<file path="config.mk">
export PLATFORM = sky130hd
export DESIGN_NAME = byte_word_packer_flat
export DESIGN_NICKNAME = d
export VERILOG_FILES = /design/src/rtl/byte_word_packer_if.sv /design/src/rtl/byte_word_packer.sv /design/src/flat_wrapper.sv
export SDC_FILE = /design/constraint.sdc
export NUM_CORES = 1
export LEC_CHECK = 0
export BUFFER_PORTS_ARGS = -buffer_cell sky130_fd_sc_hd__buf_2
export CORE_MARGIN = 1
export CORE_UTILIZATION = 60
export CTS_BUF_LIST = sky130_fd_sc_hd__clkbuf_16
export CTS_CLUSTER_SIZE = 16
export DETAILED_ROUTE_END_ITERATION = 8
export PLACE_DENSITY = 0.79
export SYNTH_ARGS = -nofsm -noshare
export SYNTH_HDL_FRONTEND = slang
export SYNTH_SLANG_ARGS = --single-unit
</file>
<file path="constraint.sdc">
create_clock -name clk -period 3 [get_ports clk]
set_clock_uncertainty 0.15 [all_clocks]
set_input_delay 0.3 -clock clk [delete_from_list [all_inputs] [get_ports clk]]
set_output_delay 0.3 -clock clk [all_outputs]
set_load 0.02 [all_outputs]
</file>
<file path="src/rtl/byte_word_packer_if.sv">
// Byte-in / word-out bus between the byte stage, the packer and the word consumer.
interface byte_word_packer_if #(
  parameter int unsigned AW = 2
);
  logic          i_valid;
  logic [7:0]    i_in;
  logic          i_clear;
  logic          o_valid;
  logic [31:0]   o_data;
  logic          i_ready;
  logic [AW:0]   o_level;
  logic          o_full;
  logic          o_ovf;

  modport master (
    output i_valid, i_in, i_clear, i_ready,
    input  o_valid, o_data, o_level, o_full, o_ovf
  );

  modport slave (
    input  i_valid, i_in, i_clear, i_ready,
    output o_valid, o_data, o_level, o_full, o_ovf
  );
endinterface

</file>
<file path="src/rtl/byte_word_packer.sv">
// Packs qualified bytes little-endian into 32-bit words and buffers them in a
// first-word-fall-through FIFO; words completing while full are dropped.
module byte_word_packer #(
  parameter int unsigned DEPTH = 4,
  parameter int unsigned AW    = 2
) (
  input logic                clk,
  input logic                rst_x,
  byte_word_packer_if.slave  bus
);
  localparam int unsigned LVL_W  = AW + 1;
  localparam int unsigned WORD_W = 32;

  logic [1:0]        cnt;
  logic [23:0]       part;
  logic [WORD_W-1:0] mem [DEPTH];
  logic [AW-1:0]     wr_ptr;
  logic [AW-1:0]     rd_ptr;
  logic [LVL_W-1:0]  level;
  logic              ovf;

  logic              full;
  logic              pop;
  logic              push_req;
  logic              push;
  logic [WORD_W-1:0] word;

  // Handshake decode; a pop frees a slot for a same-cycle push when full.
  always_comb begin
    full     = (level == LVL_W'(DEPTH));
    pop      = (level != '0) & bus.i_ready;
    push_req = bus.i_valid & (cnt == 2'd3);
    push     = push_req & (~full | pop);
    word     = {bus.i_in, part};
  end

  // Partial-word assembly; the count wraps on completion even if the word is dropped.
  always_ff @(posedge clk or negedge rst_x) begin
    if (!rst_x) begin
      cnt  <= '0;
      part <= '0;
    end else if (bus.i_clear) begin
      cnt  <= '0;
    end else if (bus.i_valid) begin
      cnt <= cnt + 2'd1;
      case (cnt)
        2'd0:    part[7:0]   <= bus.i_in;
        2'd1:    part[15:8]  <= bus.i_in;
        2'd2:    part[23:16] <= bus.i_in;
        default: ;
      endcase
    end
  end

  // Word storage; reset to zero so the head reads as zero out of reset.
  always_ff @(posedge clk or negedge rst_x) begin
    if (!rst_x) begin
      for (int i = 0; i < int'(DEPTH); i++) mem[i] <= '0;
    end else if (!bus.i_clear && push) begin
      mem[wr_ptr] <= word;
    end
  end

  // Pointers, level and sticky overflow; clear overrides push and pop.
  always_ff @(posedge clk or negedge rst_x) begin
    if (!rst_x) begin
      wr_ptr <= '0;
      rd_ptr <= '0;
      level  <= '0;
      ovf    <= 1'b0;
    end else if (bus.i_clear) begin
      wr_ptr <= '0;
      rd_ptr <= '0;
      level  <= '0;
      ovf    <= 1'b0;
    end else begin
      if (push) wr_ptr <= wr_ptr + AW'(1);
      if (pop)  rd_ptr <= rd_ptr + AW'(1);
      if (push && !pop)      level <= level + LVL_W'(1);
      else if (pop && !push) level <= level - LVL_W'(1);
      if (push_req && !push) ovf <= 1'b1;
    end
  end

  // Head of the FIFO is read straight from storage.
  assign bus.o_valid = (level != '0);
  assign bus.o_data  = mem[rd_ptr];
  assign bus.o_level = level;
  assign bus.o_full  = full;
  assign bus.o_ovf   = ovf;
endmodule
</file>
<file path="src/flat_wrapper.sv">
// flat-port wrapper written by rule: the top's interface ports become plain ports
module byte_word_packer_flat 
#(
  parameter int unsigned DEPTH = 4,
  parameter int unsigned AW    = 2
)
  (clk, rst_x, bus_i_valid, bus_i_in, bus_i_clear, bus_i_ready, bus_o_valid, bus_o_data, bus_o_level, bus_o_full, bus_o_ovf);
  byte_word_packer_if #(.AW(AW)) bus_i ();
  input logic clk;
  input logic rst_x;
  input wire logic [$bits(bus_i.i_valid)-1:0] bus_i_valid;
  input wire logic [$bits(bus_i.i_in)-1:0] bus_i_in;
  input wire logic [$bits(bus_i.i_clear)-1:0] bus_i_clear;
  input wire logic [$bits(bus_i.i_ready)-1:0] bus_i_ready;
  output wire logic [$bits(bus_i.o_valid)-1:0] bus_o_valid;
  output wire logic [$bits(bus_i.o_data)-1:0] bus_o_data;
  output wire logic [$bits(bus_i.o_level)-1:0] bus_o_level;
  output wire logic [$bits(bus_i.o_full)-1:0] bus_o_full;
  output wire logic [$bits(bus_i.o_ovf)-1:0] bus_o_ovf;
  assign bus_i.i_valid = bus_i_valid;
  assign bus_i.i_in = bus_i_in;
  assign bus_i.i_clear = bus_i_clear;
  assign bus_i.i_ready = bus_i_ready;
  assign bus_o_valid = bus_i.o_valid;
  assign bus_o_data = bus_i.o_data;
  assign bus_o_level = bus_i.o_level;
  assign bus_o_full = bus_i.o_full;
  assign bus_o_ovf = bus_i.o_ovf;
  byte_word_packer #(.DEPTH(DEPTH), .AW(AW)) u_core (.clk(clk), .rst_x(rst_x), .bus(bus_i));
endmodule
</file>
==> impl_results.md <==
* Ratio of total power to cell area at 710.5 nW/um^2
* Commonest cells after routing, fill and taps aside: 161 x sky130_fd_sc_hd__dfrtp_1, 129 x sky130_fd_sc_hd__mux2_2, 49 x sky130_fd_sc_hd__buf_2
* Ant diodes at 0
* Wire length of the first global-routing pass at 22.39 mm
* Startpoint type of the worst setup path: flop
* Global-route total usage across every layer at 24.52%
* DR WL/cell at 21.07 um
* RSZ-0062 raised after global routing: no
* Post-synthesis sequential area ratio at 56.63%
* Longest Clk Path Bufs at 2
* Static Leak at 0.004024 uW
* Transition time at the pin with the least slew margin at 511.3 ps
* Average vias per placed instance at 6.006
* CP max stage cell: sky130_fd_sc_hd__dfrtp_1
* Highest ir drop seen on vdd at 0.4850 mV
* Final count of pins violating max slew at 0
* Area leader, netlist: sky130_fd_sc_hd__dfrtp_1
* Final weighted congestion in routability-driven placement at 0.7364
* Die Outline Area at 12370 um^2
* Residual antenna-violating net count after detailed routing at 0
* Clock period minus final worst setup slack at 2366 ps
* Number of cells produced by synthesis at 432
* Number of antenna violations at the first check in global routing at 0
* GR Layer Usage met3 at 5.467%
* Number of H-tree levels at 4
* Outcome: finished with violations
* Input/output buffers at 50
* Number of nets in the layout at 513
* Violated checks: DRC
* Horizontal die dimension at 111.2 um
* Worst max-slew margin expressed relative to the limit at 65.91%
* Cell at the root of the clock tree: sky130_fd_sc_hd__clkbuf_16
* PostCTS Resize Cnt at 0
* Share of post-route cells with drive strength above 1 at 50.79%
* 1st-iter DRT viols at 209
* Synthesized area per cell at 16.57 um^2
* Clock tree from TritonCTS: yes
* Die span in y at 111.2 um
* Wire length after detailed routing at 13.63 mm
* I/O Pins at 51
* Number of unique standard cell types used by synthesis at 28
* Post-synthesis net count at 454
* Mapped Area at 7158 um^2
* Share of the cycle needed by the critical path after routing at 78.86%
* Post-CTS Repair Setup Buffers at 0
* Type of element capturing the critical path: flop
* Post-DP HPWL at 8.251 mm
* Max-Cap Viols at 0
* Placeable core region at 11520 um^2
* Peak fanout along the critical path at 8
* Total CTS buffers at 17
* Clock slew at reported path FFs at 60 ps
* Critical path's largest stage delay at 420 ps
* Sink count of the clock tree at 162
* Smallest setup slack after layout at 634.1 ps
* Cell count after placement at 614
* Starting density of the core at 62.16%
* Synth-to-Final Area Change at 13.60%
* Synthesis warning total at 0
* DRC violations left at 3
* Iteration count of the initial detailed-routing pass at 6
* Global-route layer with the greatest usage: met2
* Number of failing hold endpoints at the final stage at 0
* Type of the worst setup path: reg2reg
* Cell types with the largest area share after synthesis: sky130_fd_sc_hd__dfrtp_1 57%, sky130_fd_sc_hd__mux2_2 20%, sky130_fd_sc_hd__mux4_2 10%, sky130_fd_sc_hd__mux2_1 3.8%, sky130_fd_sc_hd__buf_6 2.0%
* Critical path required time at 3150 ps
* Critical path arrival at 2510 ps
* Cell chain of the critical path: ha_1, nand2_2, a31o_1, nor2_1, fa_1, or3_1, a32oi_1, a21oi_1
* Insertion delay of the later-clocked pin in the worst-skew pair at 430 ps
* Pin count of the biggest net entering global routing at 88
* Proportion of netlist area held by the largest area contributor at 56.63%
* Count of endpoints failing setup in the final report at 0
* Sum of overflow across all layers after global routing at 0
* Global Route met1 Usage at 32.96%
* Number of standard cells in the final layout excluding fillers at 647
* Place WS at 649.6 ps
* GRT met2 Usage at 38.63%
* Number of vias in the routed layout at 3886
* Achievable Freq at 0.4227 GHz
* Via count of the first global-routing pass at 4170
* Synthesized flop and latch total at 162
* Path category of the worst min-delay check: in2reg
* Total Neg Setup Slack at 0 ps
* Site Rows at 39
* Commonest non-fill, non-tap cell in the layout: sky130_fd_sc_hd__dfrtp_1
-- per-layer routing --
layer,up-vias,wire length [um]
met5,-,0
met2,61,6897
met4,0,287
li1,1710,-
met3,24,346
met1,2091,6102
-- power by group --
| part | internal [uW] | leakage [uW] | switching (uW) |
|---|---|---|---|
| clock network | 1280 | 0.000283 | 824 |
| registers | 2400 | 0.00220 | 214 |
| logic | 508 | 0.00154 | 550 |
-- final cells by class --
class / count / area, um^2
clock buffers: 17 / 425.4
inverters: 7 / 26.28
repair buffers: 63 / 406.6
clock inverters: 15 / 148.9
multi-input cells: 240 / 2890
fillers: 750 / 3385
well taps: 143 / 178.9
flip-flops and latches: 162 / 4055
-- metrics by stage --
stage                     utilization, %  hold WS [ps]  power [uW]  cell area (um^2)
after floorplan                        -        -145.6        3335              7158
after global placement             65.54         68.42        3660              7547
after detailed placement           65.54         69.17        3704              7547
after CTS                          70.61         44.11        5843              8132
after global routing               70.61         70.28        6009              8132
final                              70.61         51.18        5777              8132
-- cells in the mapped netlist --
library cell and instances:
sky130_fd_sc_hd__mux2_1 24, sky130_fd_sc_hd__a21o_1 1, sky130_fd_sc_hd__xnor2_1 4, sky130_fd_sc_hd__nor3b_4 4, sky130_fd_sc_hd__xor2_1 1, sky130_fd_sc_hd__a32oi_1 1, sky130_fd_sc_hd__dfrtp_1 162, sky130_fd_sc_hd__buf_2 3
sky130_fd_sc_hd__nor2b_1 1, sky130_fd_sc_hd__nand2_2 1, sky130_fd_sc_hd__a31o_1 1, sky130_fd_sc_hd__ha_1 8, sky130_fd_sc_hd__mux2i_1 3, sky130_fd_sc_hd__mux2_2 129, sky130_fd_sc_hd__o31ai_1 2, sky130_fd_sc_hd__o21a_1 1
sky130_fd_sc_hd__nor2_1 13, sky130_fd_sc_hd__buf_6 13, sky130_fd_sc_hd__inv_1 7, sky130_fd_sc_hd__and2_1 1, sky130_fd_sc_hd__mux4_2 32, sky130_fd_sc_hd__a21oi_1 2, sky130_fd_sc_hd__or3_1 3, sky130_fd_sc_hd__clkbuf_1 7
sky130_fd_sc_hd__fa_1 1, sky130_fd_sc_hd__o31a_1 1, sky130_fd_sc_hd__nand2_1 4, sky130_fd_sc_hd__nand3_1 2
-- critical path, delay by kind of cell, from the launching register on --
| kind | cells | cell delay [ps] |
|---|---|---|
| flip-flops | 1 | 420 |
| AND/OR/NAND/NOR | 3 | 610 |
| adder cells (fa/ha/maj) | 2 | 640 |
| AO/OA/AOI/OAI | 3 | 430 |
-- sequential cells by signal (all words and copies together) (netlist names) --
signal              count
u_core.bus.o_ovf        1
u_core.cnt              2
u_core.wr_ptr           2
u_core.bus.o_level      3
u_core.rd_ptr           2
u_core.mem            128
u_core.part            24
-- cell families after synthesis --
group	Yosys count	synth area share (%)
AO/OA/AOI/OAI	9	0.9265
XOR/XNOR	5	0.6118
adder cells (fa/ha/maj)	9	1.678
buffers and inverters	30	2.989
flip-flops	162	56.63
multiplexers	188	34.56
AND/OR/NAND/NOR	29	2.605
-- repair_timing --
item / 4_1_cts / 5_1_grt
hold endpoints to repair: 34 / 0
setup endpoints to repair: 0 / 0
hold buffers: 1 / 0
-- final timing paths --
check	from	end	slack, ps	cells after the start
worst min register to register	u_core.mem[37]	u_core.mem[37]	330	1
worst min-delay path	bus_i_valid	u_core.cnt[0]	50	3
max in group asynchronous	rst_x	u_core.mem[32]	1670	3
worst max register to register	u_core.cnt[0]	u_core.bus.o_level[2]	630	8
min in group asynchronous	rst_x	u_core.mem[19]	190	2
worst max-delay path	u_core.cnt[0]	u_core.bus.o_level[2]	630	8
Power figures use the tool's default switching activity.
